$ cat config.mk
export PLATFORM = sky130hd
export DESIGN_NAME = pixel_line_fifo
export DESIGN_NICKNAME = d
export VERILOG_FILES = /design/src/rtl/pixel_line_fifo.sv
export SDC_FILE = /design/constraint.sdc
export NUM_CORES = 2
export LEC_CHECK = 0
export BUFFER_PORTS_ARGS = -buffer_cell sky130_fd_sc_hd__buf_2
export CAP_MARGIN = 20
export CORE_UTILIZATION = 40
export CTS_CLUSTER_DIAMETER = 30
export DETAILED_ROUTE_END_ITERATION = 12
export PLACE_DENSITY = 0.61
export SETUP_SLACK_MARGIN = 0.05
export SKIP_LAST_GASP = 1
export SYNTH_ARGS = -nofsm -noshare
export SYNTH_HDL_FRONTEND = slang
export SYNTH_SLANG_ARGS = --single-unit
$ cat constraint.sdc
create_clock -name Clk -period 3.86 [get_ports Clk]
set_input_delay 0.579 -clock Clk [delete_from_list [all_inputs] [get_ports Clk]]
set_output_delay 0.579 -clock Clk [all_outputs]
set_load 0.02 [all_outputs]
$ cat src/rtl/pixel_line_fifo.sv
// Pixel line FIFO between the renderer and scan-out, with a mark/rewind window
// so a retained line can be replayed (2x vertical scaling of 320x240 content).
module pixel_line_fifo #(
   parameter int WIDTH = 4,
   parameter int DEPTH = 640,
   localparam int AW = $clog2(DEPTH)
) (
   input  logic             Clk,
   input  logic             Reset,
   input  logic             push,
   input  logic [WIDTH-1:0] data_In,
   input  logic             pop,
   output logic [WIDTH-1:0] data_Out,
   output logic             out_valid,
   input  logic             mark,
   input  logic             rewind,
   input  logic             release_mark,
   input  logic             clr_err,
   output logic             full,
   output logic             empty,
   output logic [AW:0]      level,
   output logic             overflow,
   output logic             underflow
);

   localparam logic [AW:0]   DEPTH_L = (AW+1)'(DEPTH);
   localparam logic [AW-1:0] LAST_PTR = AW'(DEPTH - 1);

   logic [WIDTH-1:0] mem [DEPTH];

   logic [AW-1:0]    wr_ptr_reg, wr_ptr_next;
   logic [AW-1:0]    rd_ptr_reg, rd_ptr_next;
   logic [AW-1:0]    mark_ptr_reg, mark_ptr_next;
   logic [AW:0]      level_reg, level_next;
   logic [AW:0]      occ_reg, occ_next;
   logic [AW:0]      level_after, push_w, pop_w;
   logic             mark_valid_reg, mark_valid_next;
   logic             full_reg, empty_reg;
   logic             overflow_reg, underflow_reg;
   logic             out_valid_reg;
   logic [WIDTH-1:0] data_out_reg;
   logic             push_ok, pop_ok, rewind_hit;

   function automatic logic [AW-1:0] ptr_inc(input logic [AW-1:0] p);
      return (p == LAST_PTR) ? '0 : p + AW'(1);
   endfunction

   always_comb begin
      push_ok         = push && !full_reg;
      pop_ok          = pop && !empty_reg && !rewind;
      rewind_hit      = rewind && mark_valid_reg;
      push_w          = {{AW{1'b0}}, push_ok};
      pop_w           = {{AW{1'b0}}, pop_ok};
      level_after     = level_reg + push_w - pop_w;
      wr_ptr_next     = push_ok ? ptr_inc(wr_ptr_reg) : wr_ptr_reg;
      rd_ptr_next     = pop_ok ? ptr_inc(rd_ptr_reg) : rd_ptr_reg;
      mark_ptr_next   = mark_ptr_reg;
      mark_valid_next = mark_valid_reg;
      level_next      = level_after;
      // While marked, pops do not free space: occupancy only grows with pushes.
      occ_next        = mark_valid_reg ? occ_reg + push_w : level_after;
      if (rewind_hit) begin
         rd_ptr_next = mark_ptr_reg;
         level_next  = occ_reg + push_w;
         occ_next    = occ_reg + push_w;
      end else if (!rewind && release_mark) begin
         mark_valid_next = 1'b0;
         occ_next        = level_after;
      end else if (!rewind && mark) begin
         // Pre-pop read pointer: a word popped this cycle is the first retained.
         mark_ptr_next   = rd_ptr_reg;
         mark_valid_next = 1'b1;
         occ_next        = level_reg + push_w;
      end
   end

   always_ff @(posedge Clk) begin
      if (!Reset && push_ok) begin
         mem[wr_ptr_reg] <= data_In;
      end
   end

   always_ff @(posedge Clk) begin
      if (Reset) begin
         wr_ptr_reg     <= '0;
         rd_ptr_reg     <= '0;
         mark_ptr_reg   <= '0;
         level_reg      <= '0;
         occ_reg        <= '0;
         mark_valid_reg <= 1'b0;
         full_reg       <= 1'b0;
         empty_reg      <= 1'b1;
         overflow_reg   <= 1'b0;
         underflow_reg  <= 1'b0;
         out_valid_reg  <= 1'b0;
         data_out_reg   <= '0;
      end else begin
         wr_ptr_reg     <= wr_ptr_next;
         rd_ptr_reg     <= rd_ptr_next;
         mark_ptr_reg   <= mark_ptr_next;
         level_reg      <= level_next;
         occ_reg        <= occ_next;
         mark_valid_reg <= mark_valid_next;
         full_reg       <= (occ_next == DEPTH_L);
         empty_reg      <= (level_next == '0);
         out_valid_reg  <= pop_ok;
         if (pop_ok) begin
            data_out_reg <= mem[rd_ptr_reg];
         end
         if (push && full_reg) begin
            overflow_reg <= 1'b1;
         end else if (clr_err) begin
            overflow_reg <= 1'b0;
         end
         if (pop && empty_reg && !rewind) begin
            underflow_reg <= 1'b1;
         end else if (clr_err) begin
            underflow_reg <= 1'b0;
         end
      end
   end

   assign data_Out  = data_out_reg;
   assign out_valid = out_valid_reg;
   assign full      = full_reg;
   assign empty     = empty_reg;
   assign level     = level_reg;
   assign overflow  = overflow_reg;
   assign underflow = underflow_reg;

endmodule

# Word level (Yosys, flattened, before mapping)
# Memory sizes are Yosys's and may differ from the RTL's. A register that Yosys moved wholly into a read port is not among the register bits.
# Index checks and enable logic that the tools add are counted.
[word_totals]
regBits = 58
ramBits = 2560
inputBits = 12
out_inout_bits = 20
word_cells = 59
mem_count = 1
[memory_table]
columns = ["name", "depth", "width", "read_ports", "rd_ports_with_merged_regs", "wr", "line", "source"]
rows = [
  ["mem", 640, 4, 1, 1, 1, "29", "logic [WIDTH-1:0] mem [DEPTH];"],
]
[op_classes]
addsub = 5
n_eq_ne = 3
mux = 16
n_bitwise = 2
reduce_logical = 21
[ops]
columns = ["op", "n"]
rows = [
  ["two-way mux 11 bit", 5],
  ["two-way mux 10 bit", 4],
  ["adder 11 x 1 -> 11 bit", 2],
  ["adder 10 x 1 -> 10 bit, second input constant", 2],
  ["== test 10 bit, second input constant", 2],
  ["== test 11 x 10 -> 1 bit, second input constant", 1],
  ["zero test 11 bit", 1],
  ["subtractor 11 x 1 -> 11 bit", 1],
  ["logical AND 1 bit", 10],
  ["nonzero test 2 bit", 4],
  ["two-way mux 1 bit", 7],
  ["zero test 1 bit", 4],
  ["AND reduction 3 bit", 1],
  ["inverter 1 bit", 2],
  ["AND reduction 2 bit", 1],
]

# Depth between registers and ports, before layout
[logic_depth]
ltp_word = 9
ltp_mapped = 14
mapped_depth_nobuf = 13

# Worst setup path before layout
# No wires, ideal clock.
[synth_path]
path_kind = "in2reg"
startpoint = "input push"
endpoint = "register empty_reg (netlist: empty)"
setup_time_ps = 131
t_arrival_ps = 3134
required_ps = 3729
setup_slack_ps = 595
path_stages = 13
n_path_buf = 1
path_cell_list = "nand2b_1 clkinv_1 ha_1 ha_1 clkbuf_1 xor2_1 nor3b_1 nand3_1 nor3_1 nand2_1 xor2_1 o32ai_1 nor4_1"
[synth_via]
elab_chain_cells = 5
elab_cells_between_ends = 6
classes_between = "add/sub: 3; mux: 1; reduce/logical: 2"
[synth_lines]
columns = ["element", "line", "source"]
rows = [
  ["start, declared", "10", "input logic push,"],
  ["logical AND 1 bit (*)", "49", "push_ok = push && !full_reg;"],
  ["adder 11 x 1 -> 11 bit", "54", "level_after = level_reg + push_w - pop_w;"],
  ["subtractor 11 x 1 -> 11 bit", "54", ""],
  ["two-way mux 11 bit (*)", "62", "if (rewind_hit) begin"],
  ["zero test 11 bit (*)", "105", "empty_reg <= (level_next == '0);"],
  ["end signal, assigned", "105", ""],
  ["end, declared", "38", "logic full_reg, empty_reg;"],
]
# Every way passes the cells marked *; elsewhere a longest branch is shown, timed or not.
# A chain may end at the register's enable or synchronous reset.

==> results <==
- The startpoint-to-endpoint class of the critical path is flop to flop.
- The TritonCTS clock tree is done.
- The number of unique standard cell types used by synthesis is 76.
- The top-level port count is 32.
- In this run the worst hold path is classified as primary input to flop.
- In this run the clock root is driven by a clkbuf_16.
- The final RePlAce weighted congestion is 0.857.
- The average instance in the mapped netlist occupies 18.4 µm².
- The number of placement rows is about 190.
- The TritonCTS buffer count is 488.
- Summed over all instances, the cell type with the most area after synthesis is edfxtp_1.
- The die covers 264000 µm².
- The critical path arrival is 4.65 ns.
- The number of vias per cell after detailed routing is 5.74.
- The initial cell density of the core is 40.3%.
- Combinational cells account for 5.8% of the total power.
- The relative contribution of sequential cells to total power is 39.5%.
- The total nets after synthesis is 5714.
- Counting instances, the worst hold path has a depth of 2.
- The number of synthesized flops with an enable pin is between 2000 and 3000.
- After synthesis the cells add up to 105000 µm².
- In this design, the stage delay of the slowest critical-path cell is 0.66 ns.
- After synthesis, the share of flip-flops with an asynchronous set or reset is 0%.
- The maximum number of pins on one net before global-route repair is 122.
- The final core utilization is 49.1%.
- The number of routed nets with antenna violations is 0.
- Between clock sinks in the finished design, the worst skew comes to 0.102 ns.
- The leftover overflow at the end of global routing is 0.
- After synthesis, flip-flops and latches occupy 74.5% of the total area.
- Based on the critical path, the design can be clocked at up to roughly 0.26 GHz.
- The final critical path time including I/O delays and setup is 3.78 ns.
- The final routed wire length divided by cell count is 28.2 µm.
- Traced cell by cell, the critical path runs through buf_12, buf_12, mux2i_1, o221ai_1, o22ai_1, o21ai_0, nand4_1, o311a_1, o41ai_2.
- The post-detailed-placement half-perimeter wirelength is 174 mm.
- The kind of start point of the critical path is a flop.
- Setup violations remaining at the end of the flow were counted as 0.
- Synthesis handed over a netlist of 5691 instances.
- The wire length of the first global-routing pass is 411 mm.
- Summed over all layers, the routed wires come to 282 mm.
- The via count of the first global-routing pass is 58448.
- Of all nets on the critical path, the largest fanout is 49.
- The share of total power dissipated in the clock network is between 50 and 60%.
- The total negative slack for setup checks is 0 ns.
- After the first detailed-routing iteration, the DRC count stood at between 6000 and 7000.
- After synthesis, the cell types taking the most area are edfxtp_1 73%, mux4_2 11%, mux2i_1 2.9%.
- The library cells used most frequently in the layout, excluding fill and tap cells, are 2560 x edfxtp_1, 744 x nor2_1, 530 x mux4_2, 493 x clkbuf_16, 308 x mux2i_1.
- After layout, the worst path uses 98.0% of the clock period.
- Across the VDD grid, the largest voltage drop is around 0.41 mV.
- The slew at the pin closest to its max-slew limit is 1.14 ns.
- Clock-pin slew was measured on the worst setup and hold paths at 0.05 ns.
- The worst setup path is captured at a flop.
- Headroom to the max-slew limit came out at roughly a quarter.
- The number of antenna violations at the first check in global routing came to 20.
- The port buffer count is 31.
- The flow ran to the end, and the final reports show no timing, DRC or antenna violations.
- The core footprint is around 260000 µm².
- The proportion of layout cells with a drive suffix above 1 is between 20% and 30%.
- The total number of yosys warnings is 0.
- The power per cell area is just over 600 nW/µm².
- The vertical die dimension is 514 µm.
- Synthesis inferred 2622 register bits.
- STA puts the critical path data required time at 4.72 ns.
- Compared with the post-synthesis result, the final layout area differs by 21.8%.
- The most prevalent standard cell on the critical path is buf_12.
- The remaining design rule violation count is 0.
- The slowest stage of the critical path belongs to the cell o21ai_0.
- The die span in x is 514 µm.
- The clock sink count is 2622.
- The total vias in the final route is 57500.
- Counting the fill cells in the layout gives 21067.
- The final hold violation count is 0.
- Max-cap violations in this run came to 0.
- The fraction of power spent switching nets is 21.7%.
- For the worst flop-to-flop path, the logic depth is 9.
- The worst setup slack for register-to-register paths is 0.08 ns.
- The register with the most flip-flops in the layout has 2560 of them.
- The clock tree synthesis step divided the H-tree into 5 levels.
- The library cell used most frequently in the layout, excluding fill and tap cells, is edfxtp_1.
- The clock reaches the later pin of the worst-skew pair after 0.99 ns.
- The top cell type by area accounts for approximately 73% of the synthesized area.
- Setup repair after global routing left no endpoint under its margin.
- The static leakage power is 39.7 nW.
- The total net switching power is about 0.017 W.
- The overall global routing resource usage is 21.3%.
- Cell internal power was estimated by the tool at 0.0624 W.
- The number of nets in the layout is 6122.
- For this run, the detailed router's first-pass iteration total came to 9.
- No sink is reached through more buffers than the 4 on the longest clock path.
- The final max-slew violation count is 0.
- The most used flip-flop cell after synthesis is edfxtp_1.
==> worst max-delay path: cells and delay by family (launching register included) <==
| family | cells | cell delay [ns] |
|---|---|---|
| flip-flops | 1 | 0.62 |
| multiplexers | 1 | 0.16 |
| AND/OR/NAND/NOR | 1 | 0.45 |
| AO/OA/AOI/OAI | 5 | 1.72 |
| buffers and inverters | 2 | 0.67 |
==> kinds of logic (layout without fill, tap and decap cells) <==
kind of cell / count (synthesis) / after routing / share of synthesized area (%)
mux: 857 / 857 / 14.5
fa+ha+maj: 11 / 11 / 0.131
buf+inv: 414 / 1236 / 2.11
flops: 2622 / 2622 / 74.5
simple gates: 1224 / 1224 / 4.93
compound gates: 528 / 528 / 3.49
xor+xnor: 35 / 35 / 0.292
other cells: 0 / 9 / 0
==> area by class of cell <==
cell class | count | area [µm²] | share of cell area [%]
Antenna cell | 9 | 22.5 | 0.0176
Clock buffer | 542 | 12600 | 9.88
Clock inverter | 362 | 4460 | 3.50
Inverter | 17 | 73.8 | 0.0578
Multi-Input combinational cell | 2655 | 24700 | 19.4
Sequential cell | 2622 | 78100 | 61.2
Tap cell | 3496 | 4370 | 3.43
Timing Repair Buffer | 315 | 3300 | 2.59
==> synthesized netlist by cell type, types with 63 or more instances <==
cell type and number:
edfxtp_1 2560, o21ai_0 75, buf_2 63, nor2_1 746, o22ai_1 81, a21oi_1 107, o221ai_1 111, nand3_1 85
nand2_1 199, mux4_2 530, mux2i_1 308, clkbuf_1 208
==> power by group through the flow <==
stage	registers (W)	logic (W)	clock network [W]
floorplan	0.0319	0.00299	0
global placement	0.0320	0.00456	0
detailed placement	0.0320	0.00460	0
CTS	0.0314	0.00463	0.0440
global route	0.0314	0.00487	0.0453
finish	0.0314	0.00461	0.0436
==> metal layers <==
metal	track usage (%)	part of all wire (%)
met1	29.3	40
met4	7.28	3.2
met5	0	0
met3	4.08	8.8
met2	34.0	48
==> metrics by stage <==
stage	total power [W]	hold slack (ns)	setup WS [ns]	area (µm²)	std cells
finish	0.0796	0.115	0.0786	128000	10018
detailed placement	0.0366	0.451	-0.508	110000	9098
floorplan	0.0349	0.436	0.595	105000	5691
global placement	0.0365	0.443	-0.512	110000	9098
CTS	0.0801	0.0575	0.0807	128000	10007
global route	0.0816	0.0989	0.0782	128000	10010
==> what timing repair did <==
| item | 4_1_cts | 5_1_grt |
|---|---|---|
| endpoints found under the setup margin | 2 | 4 |
| resized for setup | 5 | 5 |
| pin swaps | 1 | 1 |
| buffers inserted | 0 | 2 |
| endpoints found under the hold margin | 5 | 0 |
| gates cloned | 0 | 0 |
| hold buffers | 5 | 0 |
==> final timing paths <==
| path | start | endpoint |
|---|---|---|
| min reg2reg | mark_ptr_reg[8] | mark_ptr_reg[8] |
| min | Reset | mark_ptr_reg[0] |
| max reg2reg | rd_ptr_reg[0] | data_Out[1] |
| max | rd_ptr_reg[0] | data_Out[1] |
Power figures use the tool's default switching activity.
